<file path="src/rtl/pc_seq_pkg.sv">
// rtl/pc_seq_pkg.sv - shared state encoding and opcode constants for the pc sequencer
package pc_seq_pkg;

    localparam int OPC_W = 4;

    localparam logic [OPC_W-1:0] OPC_NOP  = 4'h0;
    localparam logic [OPC_W-1:0] OPC_JMPZ = 4'h1;
    localparam logic [OPC_W-1:0] OPC_HALT = 4'hF;

    typedef enum logic [2:0] {
        ST_IDLE   = 3'd0,
        ST_FETCH  = 3'd1,
        ST_DECODE = 3'd2,
        ST_EXEC   = 3'd3,
        ST_HALTED = 3'd4
    } state_e;

    // Anything that is not handled locally by the sequencer goes to the datapath.
    function automatic logic is_exec_class(input logic [OPC_W-1:0] opc);
        return !(opc == OPC_NOP || opc == OPC_JMPZ || opc == OPC_HALT);
    endfunction

endpackage

</file>
<file path="src/rtl/pc_sequencer_exec_watchdog.sv">
// rtl/pc_sequencer_exec_watchdog.sv - bounded wait counter for the execute handshake
module exec_watchdog #(
    parameter int EXEC_TIMEOUT = 16
) (
    input  logic clk,
    input  logic reset,
    input  logic clear_i,
    input  logic enable_i,
    output logic expired_o
);

    localparam int CW = $clog2(EXEC_TIMEOUT) + 1;
    localparam logic [CW-1:0] LAST = CW'(EXEC_TIMEOUT - 1);

    logic [CW-1:0] cnt_q;
    logic [CW-1:0] cnt_d;

    // Expired once the count has reached the last permitted wait cycle.
    assign expired_o = (cnt_q == LAST);

    // Clear wins over enable; the count parks at LAST so it can never wrap.
    always_comb begin
        cnt_d = cnt_q;
        if (clear_i) begin
            cnt_d = '0;
        end else if (enable_i && !expired_o) begin
            cnt_d = cnt_q + CW'(1);
        end
    end

    // Count register.
    always_ff @(posedge clk) begin
        if (reset) begin
            cnt_q <= '0;
        end else begin
            cnt_q <= cnt_d;
        end
    end

endmodule

</file>
<file path="src/rtl/pc_sequencer.sv">
// rtl/pc_sequencer.sv - fetch/decode/execute controller driving PC inc/jump strobes
module pc_sequencer
    import pc_seq_pkg::*;
#(
    parameter int EXEC_TIMEOUT = 16,
    parameter int CNT_W        = 16
) (
    input  logic             clk,
    input  logic             reset,
    input  logic             start_i,
    output logic             imem_req_o,
    input  logic             imem_ready_i,
    input  logic [15:0]      imem_rdata_i,
    input  logic             z_flag_i,
    output logic             exec_start_o,
    input  logic             exec_done_i,
    output logic             pc_inc_o,
    output logic             pc_jump_o,
    output logic [15:0]      ir_o,
    output logic             busy_o,
    output logic             halted_o,
    output logic             fault_o,
    output logic [CNT_W-1:0] retired_o
);

    state_e           state_q, state_d;
    logic [15:0]      ir_q, ir_d;
    logic [CNT_W-1:0] retired_q, retired_d;
    logic             pc_inc_q, pc_inc_d;
    logic             pc_jump_q, pc_jump_d;
    logic             exec_start_q, exec_start_d;
    logic             fault_q, fault_d;

    logic             wd_clear;
    logic             wd_enable;
    logic             wd_expired;
    logic [OPC_W-1:0] opc;

    assign opc = ir_q[15 -: OPC_W];

    exec_watchdog #(
        .EXEC_TIMEOUT (EXEC_TIMEOUT)
    ) u_watchdog (
        .clk       (clk),
        .reset     (reset),
        .clear_i   (wd_clear),
        .enable_i  (wd_enable),
        .expired_o (wd_expired)
    );

    // Next state, instruction latch, retire count and next-cycle strobes.
    always_comb begin
        state_d      = state_q;
        ir_d         = ir_q;
        retired_d    = retired_q;
        pc_inc_d     = 1'b0;
        pc_jump_d    = 1'b0;
        exec_start_d = 1'b0;
        fault_d      = fault_q;
        wd_clear     = 1'b0;
        wd_enable    = 1'b0;

        case (state_q)
            ST_IDLE: begin
                if (start_i) begin
                    state_d = ST_FETCH;
                end
            end

            ST_FETCH: begin
                if (imem_ready_i) begin
                    ir_d    = imem_rdata_i;
                    state_d = ST_DECODE;
                end
            end

            ST_DECODE: begin
                if (is_exec_class(opc)) begin
                    exec_start_d = 1'b1;
                    wd_clear     = 1'b1;
                    state_d      = ST_EXEC;
                end else begin
                    retired_d = retired_q + CNT_W'(1);
                    if (opc == OPC_HALT) begin
                        state_d = ST_HALTED;
                    end else begin
                        // z_flag only matters here, in the single decode cycle.
                        if (opc == OPC_JMPZ && z_flag_i) begin
                            pc_jump_d = 1'b1;
                        end else begin
                            pc_inc_d = 1'b1;
                        end
                        state_d = ST_FETCH;
                    end
                end
            end

            ST_EXEC: begin
                // A completion arriving on the last permitted cycle still counts.
                if (exec_done_i) begin
                    pc_inc_d  = 1'b1;
                    retired_d = retired_q + CNT_W'(1);
                    state_d   = ST_FETCH;
                end else if (wd_expired) begin
                    fault_d = 1'b1;
                    state_d = ST_HALTED;
                end else begin
                    wd_enable = 1'b1;
                end
            end

            ST_HALTED: begin
                if (start_i) begin
                    fault_d = 1'b0;
                    state_d = ST_FETCH;
                end
            end

            default: begin
                state_d = ST_IDLE;
            end
        endcase
    end

    // State and output registers; reset drops any strobe in flight.
    always_ff @(posedge clk) begin
        if (reset) begin
            state_q      <= ST_IDLE;
            ir_q         <= '0;
            retired_q    <= '0;
            pc_inc_q     <= 1'b0;
            pc_jump_q    <= 1'b0;
            exec_start_q <= 1'b0;
            fault_q      <= 1'b0;
        end else begin
            state_q      <= state_d;
            ir_q         <= ir_d;
            retired_q    <= retired_d;
            pc_inc_q     <= pc_inc_d;
            pc_jump_q    <= pc_jump_d;
            exec_start_q <= exec_start_d;
            fault_q      <= fault_d;
        end
    end

    assign imem_req_o   = (state_q == ST_FETCH);
    assign busy_o       = (state_q != ST_IDLE) && (state_q != ST_HALTED);
    assign halted_o     = (state_q == ST_HALTED);
    assign exec_start_o = exec_start_q;
    assign pc_inc_o     = pc_inc_q;
    assign pc_jump_o    = pc_jump_q;
    assign ir_o         = ir_q;
    assign fault_o      = fault_q;
    assign retired_o    = retired_q;

endmodule

</file>
<file path="config.mk">
export PLATFORM = sky130hd
export DESIGN_NAME = pc_sequencer
export DESIGN_NICKNAME = d
export VERILOG_FILES = /design/src/rtl/pc_seq_pkg.sv /design/src/rtl/pc_sequencer_exec_watchdog.sv /design/src/rtl/pc_sequencer.sv
export SDC_FILE = /design/constraint.sdc
export NUM_CORES = 1
export LEC_CHECK = 0
export ABC_AREA = 1
export BUFFER_PORTS_ARGS = -buffer_cell sky130_fd_sc_hd__buf_2
export CORE_ASPECT_RATIO = 1.1
export CORE_UTILIZATION = 51
export DETAILED_ROUTE_END_ITERATION = 8
export GPL_TIMING_DRIVEN = 0
export PLACE_DENSITY = 0.79
export SYNTH_ARGS = -nofsm -noshare
export SYNTH_HDL_FRONTEND = slang
export SYNTH_SLANG_ARGS = --single-unit
</file>
<file path="constraint.sdc">
create_clock -name clk -period 1.7 [get_ports clk]
set_input_delay 0.085 -clock clk [delete_from_list [all_inputs] [get_ports clk]]
set_output_delay 0.085 -clock clk [all_outputs]
set_load 0.01 [all_outputs]
</file>
==> results of run 1 <==
[flip-flops by register name (all words and copies together), names as in the netlist]
register          count
u_watchdog.cnt_q      5
pc_inc_o              1
state_q               3
ir_o                 16
pc_jump_o             1
exec_start_o          1
retired_o            16
fault_o               1
[synthesized netlist by cell type (2+ instances only)]
cell / number
clkbuf_1: 4
nand2_1: 65
buf_6: 2
nor3_1: 2
nand3_1: 21
inv_1: 24
ha_1: 3
nor2_1: 65
xor2_1: 2
o21ai_0: 21
nand4_1: 5
dfxtp_1: 44
inv_2: 2
a21oi_1: 24
[worst max path at each step]
stage / startpoint / to
2_1_floorplan: u_watchdog.cnt_q[0] / u_watchdog.cnt_q[0]
3_3_place_gp: u_watchdog.cnt_q[0] / state_q[0]
3_5_place_dp: u_watchdog.cnt_q[0] / state_q[0]
4_1_cts: u_watchdog.cnt_q[0] / state_q[0]
5_1_grt: state_q[1] / ir_o[5]
6_report: u_watchdog.cnt_q[0] / u_watchdog.cnt_q[0]
[cell type report]
class / count / area [sq um] / share of cell area
inverter: 26 / 97.6 / 0.0389
tap: 50 / 62.6 / 0.0249
buffer: 7 / 45.0 / 0.0180
sequential: 44 / 883 / 0.352
multi-input combinational: 220 / 1040 / 0.416
timing repair buffer: 61 / 308 / 0.123
clock buffer: 5 / 68.8 / 0.0274
[where the power goes]
part	switching (mW)	leakage, nW	internal [mW]
registers	0.0533	0.358	1.11
clock network	0.324	0.0359	0.265
logic	0.308	0.744	0.187
[per-layer routing]
metal	vias up	wire length, um	share of wire
met5	-	0	0
li1	1088	-	-
met2	40	2480	0.52
met4	0	66	0.014
met3	6	186	0.039
met1	938	2050	0.43
[tightest hold or removal path: stages]
cell and delay (ps):
buf_2 70, o21ai_0 70, nor2_1 70
[cells by family after synthesis]
logic type,count (synthesis),share of synthesized area
xor+xnor,3,0.0129
buf+inv,33,0.0700
fa+ha+maj,3,0.0184
simple gates,165,0.343
compound gates,49,0.124
flops,44,0.432
[repair_timing]
action | CTS | global route
gates resized for setup | 0 | 9
endpoints found under the setup margin | 0 | 10
buffers inserted | 0 | 1
==> qor.txt, run 1 <==
Status = finished, final reports clean
Area after DPL = 2400 sq um
Vias in the first global route = 1893
Reg2reg setup slack = 110 ps
Port bufs = 60
TritonCTS Sinks = 44
Area share of the largest cell type after synthesis = 0.432
CP delay by family, top = simple AND/OR/NAND/NOR gates
Mapped Cells = 297
Busiest grt layer = met2
Synthesized Nets = 322
Worst stage delay on the critical path = 340 ps
Top area cells in the synthesized netlist = dfxtp_1 43%, nand2_1 12%, nor2_1 12%, a21oi_1 5.9%, nand3_1 5.2%
Overflow after GRT = 0
IO Pins = 61
Clock root buffer = clkbuf_8
Fraction of layout cells with a size suffix above 1 = 0.229
Maximum VDD drop = 599 uV
Crit path kind = reg2reg
Most common cell after layout, fill and taps aside = nand2_1
Setup TNS Final = 0 ps
Post-synth top flop = dfxtp_1
Worst-skew pair later-pin latency = 300 ps
Total CTS buffers = 5
Design Power = 2.24 mW
Bufs and invs on worst path = 2
H-tree Lvls = 2
Final setup fails = 0
Post-route ant nets = 0
DP Wirelength = 3.49 mm
Count of different cell masters after synthesis = 27
YS warnings = 0
Cell depth of the worst flop-to-flop path = 8
CP required = 1930 ps
CP Capture Type = flip-flop
Core ar. = 3740 sq um
# diodes = 0
Die Ht = 68.3 um
Total number of vias = 2072
Met1 GRT Util = 0.242
Fill cell count = 365
Post-Syn Area = 2040 sq um
All-Layer GR Usage = 0.240
FF-to-FF Start = u_watchdog.cnt_q[0]
Post-synth EDFFs = 0
Finished Core Util = 0.671
Area Growth Syn to Fin = 23.1%
Design area = 2510 sq um
Clock tree buffer depth = 2
Post-Syn Area per Cell = 6.86 sq um
Pre-CTS setup slack = 70.0 ps
Post-route clock period utilization = 0.933
WL/cell = 11.6 um
Placed Instances = 407
# hold bufs at CTS = 0
R2r endpoint = u_watchdog.cnt_q[0]
Die width = 62.3 um
Via density = 5.02
Met2 GRT Util = 0.484
Worst-path fanout max = 8
# Max-Cap Violations = 0
Final WL = 4.79 mm
P_leak = 1.14 nW
RePlAce Congestion = 0.829
Worst Min Path Start = imem_rdata_i[4]
Achievable Freq = 0.630 GHz
Worst Setup Slack, final = 113 ps
Sequential area share after synthesis = 0.432
Floorplan row count = 23
Minimum hold slack = 37.4 ps
CP Cell Sequence = ha_1 -> inv_1 -> nor2_1 -> ha_1 -> inv_1 -> nand4_4 -> or2_2 -> a21oi_1
Starting Density = 0.545
First DRT Iteration DRCs = 107
Async SR Flop Fraction = 0
Critical path arrival = 1810 ps
Clk_skew = 5.29 ps
WP depth = 8
First-pass DRT Iterations = 4
CP max-delay cell = dfxtp_2
Hold Path Class = in2reg
Leading area contributor after synthesis = dfxtp_1
Most frequent cells in the layout = 64 x nand2_1, 62 x nor2_1, 60 x buf_2
P per Cell Area = 895 nW/um^2
Minimum clock period = 1590 ps
Worst Setup Start Kind = flip-flop
Clk slew on worst S/H paths = 70 ps
Initial antenna violation count = 0
Hold Path End = ir_o[4]
Final Hold Fails = 0
Rel. slew slack = 0.687
Largest net degree at the start of global routing = 12
Met3 GRT Util = 0.0600
Worst-margin pin slew = 469 ps
Final std cells w/o fill = 413
Final Net Count = 390
CTS tree = built
Post-synthesis sequential element count = 44
Max-slew violations = 0
Residual DRC = 0
Die area = 4250 sq um
RSZ-0062 raised after global routing = yes
First-pass GRT wire length = 7.94 mm
Hold Crit Depth = 3
(Power assumes the default switching activity.)
==> run 2, diff against run 1 <==
--- a/config.mk
+++ b/config.mk
@@ -8,6 +8,7 @@
 export ABC_AREA = 1
 export BUFFER_PORTS_ARGS = -buffer_cell sky130_fd_sc_hd__buf_2
 export CORE_ASPECT_RATIO = 1.1
+export CORE_MARGIN = 4
 export CORE_UTILIZATION = 51
 export DETAILED_ROUTE_END_ITERATION = 8
 export GPL_TIMING_DRIVEN = 0
==> run 2 against run 1 <==
Against the previous run: cell count increased by 0.73%; worst setup slack got worse by 24 ps; power is 4.3% higher; critical endpoint is now state_q[0]; die area is 19% higher; via count increased by 1.2%; combinational power increased by 3%.
==> qor.txt, run 2 (synthesis results as in run 1) <==
Maximum VDD drop = 820 uV (+37%)
Placed Instances = 407 (unchanged)
IO Pins = 61 (unchanged)
Post-route clock period utilization = 0.948 (+0.0141)
CP startpoint = u_watchdog.cnt_q[0]
Pre-CTS setup slack = 49.9 ps (-20.1 ps)
DP Wirelength = 3.67 mm (+4.9%)
Worst-skew pair later-pin latency = 290 ps (about the same)
Die area = 5070 sq um (+19%)
TritonCTS Sinks = 44 (unchanged)
CP required = 1860 ps (-70 ps)
Final Hold Fails = 0 (unchanged)
Total CTS buffers = 5 (unchanged)
Worst Setup Start Kind = flip-flop
All-Layer GR Usage = 0.207 (-0.0326)
Largest net degree at the start of global routing = 13 (+1)
RSZ-0062 raised after global routing = yes
Max-slew violations = 0 (unchanged)
P per Cell Area = 925 nW/um^2 (+3.4%)
WL/cell = 11.8 um (+1.9%)
Clock tree buffer depth = 2 (unchanged)
Status = finished, final reports clean
Via density = 5.04 (+0.43%)
Most common cell after layout, fill and taps aside = nand2_1
Rel. slew slack = 0.692 (+0.00514)
Most frequent cells in the layout = 64 x nand2_1, 63 x nor2_1, 60 x buf_2
# Max-Cap Violations = 0 (unchanged)
Worst Min Path Start = reset
Overflow after GRT = 0 (unchanged)
Final std cells w/o fill = 416 (+0.73%)
Crit path kind = reg2reg
Critical path arrival = 1780 ps (-30 ps)
CP Capture Type = flip-flop
Total number of vias = 2096 (+1.2%)
Achievable Freq = 0.621 GHz (-1.5%)
Worst-path fanout max = 8 (unchanged)
Worst-margin pin slew = 462 ps (-7.71 ps)
Post-route ant nets = 0 (unchanged)
Met2 wire len = 2.50 mm (+0.89%)
Residual DRC = 0 (unchanged)
Floorplan row count = 23 (unchanged)
H-tree Lvls = 2 (unchanged)
First-pass DRT Iterations = 4 (unchanged)
Die width = 68.3 um (+9.6%)
Fraction of layout cells with a size suffix above 1 = 0.230 (+0.000858)
P_leak = 1.15 nW (+0.77%)
FF-to-FF Start = u_watchdog.cnt_q[0]
Minimum clock period = 1610 ps (+23.9 ps)
Metal3 WL = 240 um (+29%)
Clock root buffer = clkbuf_8
Initial antenna violation count = 0 (unchanged)
Core ar. = 3740 sq um (unchanged)
Die Ht = 74.3 um (+8.8%)
Hold Path Class = in2reg
Worst Setup Slack, final = 89.2 ps (-23.9 ps)
First DRT Iteration DRCs = 114 (+6.5%)
Final Net Count = 390 (unchanged)
Fill cell count = 349 (-4.4%)
Clk slew on worst S/H paths = 80 ps (about the same)
Port bufs = 60 (unchanged)
Met1 Wirelength = 2.02 mm (-1.4%)
First-pass GRT wire length = 8.05 mm (+1.5%)
# diodes = 0 (unchanged)
Uppermost layer routed = met4
Area Growth Syn to Fin = 24.1%
Clk_skew = 4.87 ps (-0.422 ps)
Starting Density = 0.545 (unchanged)
Final setup fails = 0 (unchanged)
Vias in the first global route = 1953 (+3.2%)
RePlAce Congestion = 0.791 (-4.6%)
CTS tree = built
# hold bufs at CTS = 0 (unchanged)
Final WL = 4.92 mm (+2.7%)
==> run 2: power breakdown <==
group          leakage [nW]  total (mW)  switching, mW  internal, mW
Combinational         0.745       0.511          0.316         0.195
Sequential            0.357        1.16         0.0541          1.11
Clock                0.0455       0.668          0.337         0.332
Total                  1.15        2.34          0.707          1.63
==> run 2: final timing paths <==
check | endpoint | slack, ps | cells after the start
worst max register to register | state_q[0] | 90 | 10
worst min-delay path | state_q[1] | 40 | 2
worst min register to register | ir_o[5] | 480 | 2
worst max-delay path | state_q[0] | 90 | 10
==> run 2: per-layer routing <==
layer | track usage | vias up
met5 | 0 | -
met4 | 0.0883 | 0
met3 | 0.0529 | 15
met2 | 0.381 | 49
met1 | 0.220 | 936
li1 | - | 1096
==> run 2: worst max-delay path, cell delays in order, from the launching register on <==
cell and delay [ps]:
dfxtp_1 340, ha_1 210, inv_1 70, nor2_1 50
ha_1 180, inv_2 70, nand4_4 170, nand2_4 150
nor2_4 50, a21oi_2 130, nor2_1 60
==> run 2: final cells by class <==
type | instances | area (sq um) | area share
buffer | 7 | 45.0 | 0.0178
clock buffer | 8 | 90.1 | 0.0356
inverter | 26 | 97.6 | 0.0386
multi-input combinational | 220 | 1040 | 0.413
sequential | 44 | 881 | 0.348
tap | 50 | 62.6 | 0.0247
timing repair buffer | 61 | 308 | 0.122
==> run 2: metrics by stage <==
stage | hold WS (ps) | util | cell area, sq um | power (mW) | setup TNS, ps
2_1_floorplan | 154 | - | 2040 | 1.49 | 0
3_5_place_dp | 342 | 0.642 | 2400 | 1.66 | 0
5_1_grt | 29.4 | 0.676 | 2530 | 2.48 | -55.4
6_report | 38.0 | 0.676 | 2530 | 2.34 | 0
3_3_place_gp | 334 | 0.642 | 2400 | 1.65 | 0
4_1_cts | 32.2 | 0.666 | 2490 | 2.33 | 0
==> run 2: repair_timing <==
action,CTS,global route
setup buffers,0,1
gates resized for setup,0,9
endpoints found under the setup margin,0,9
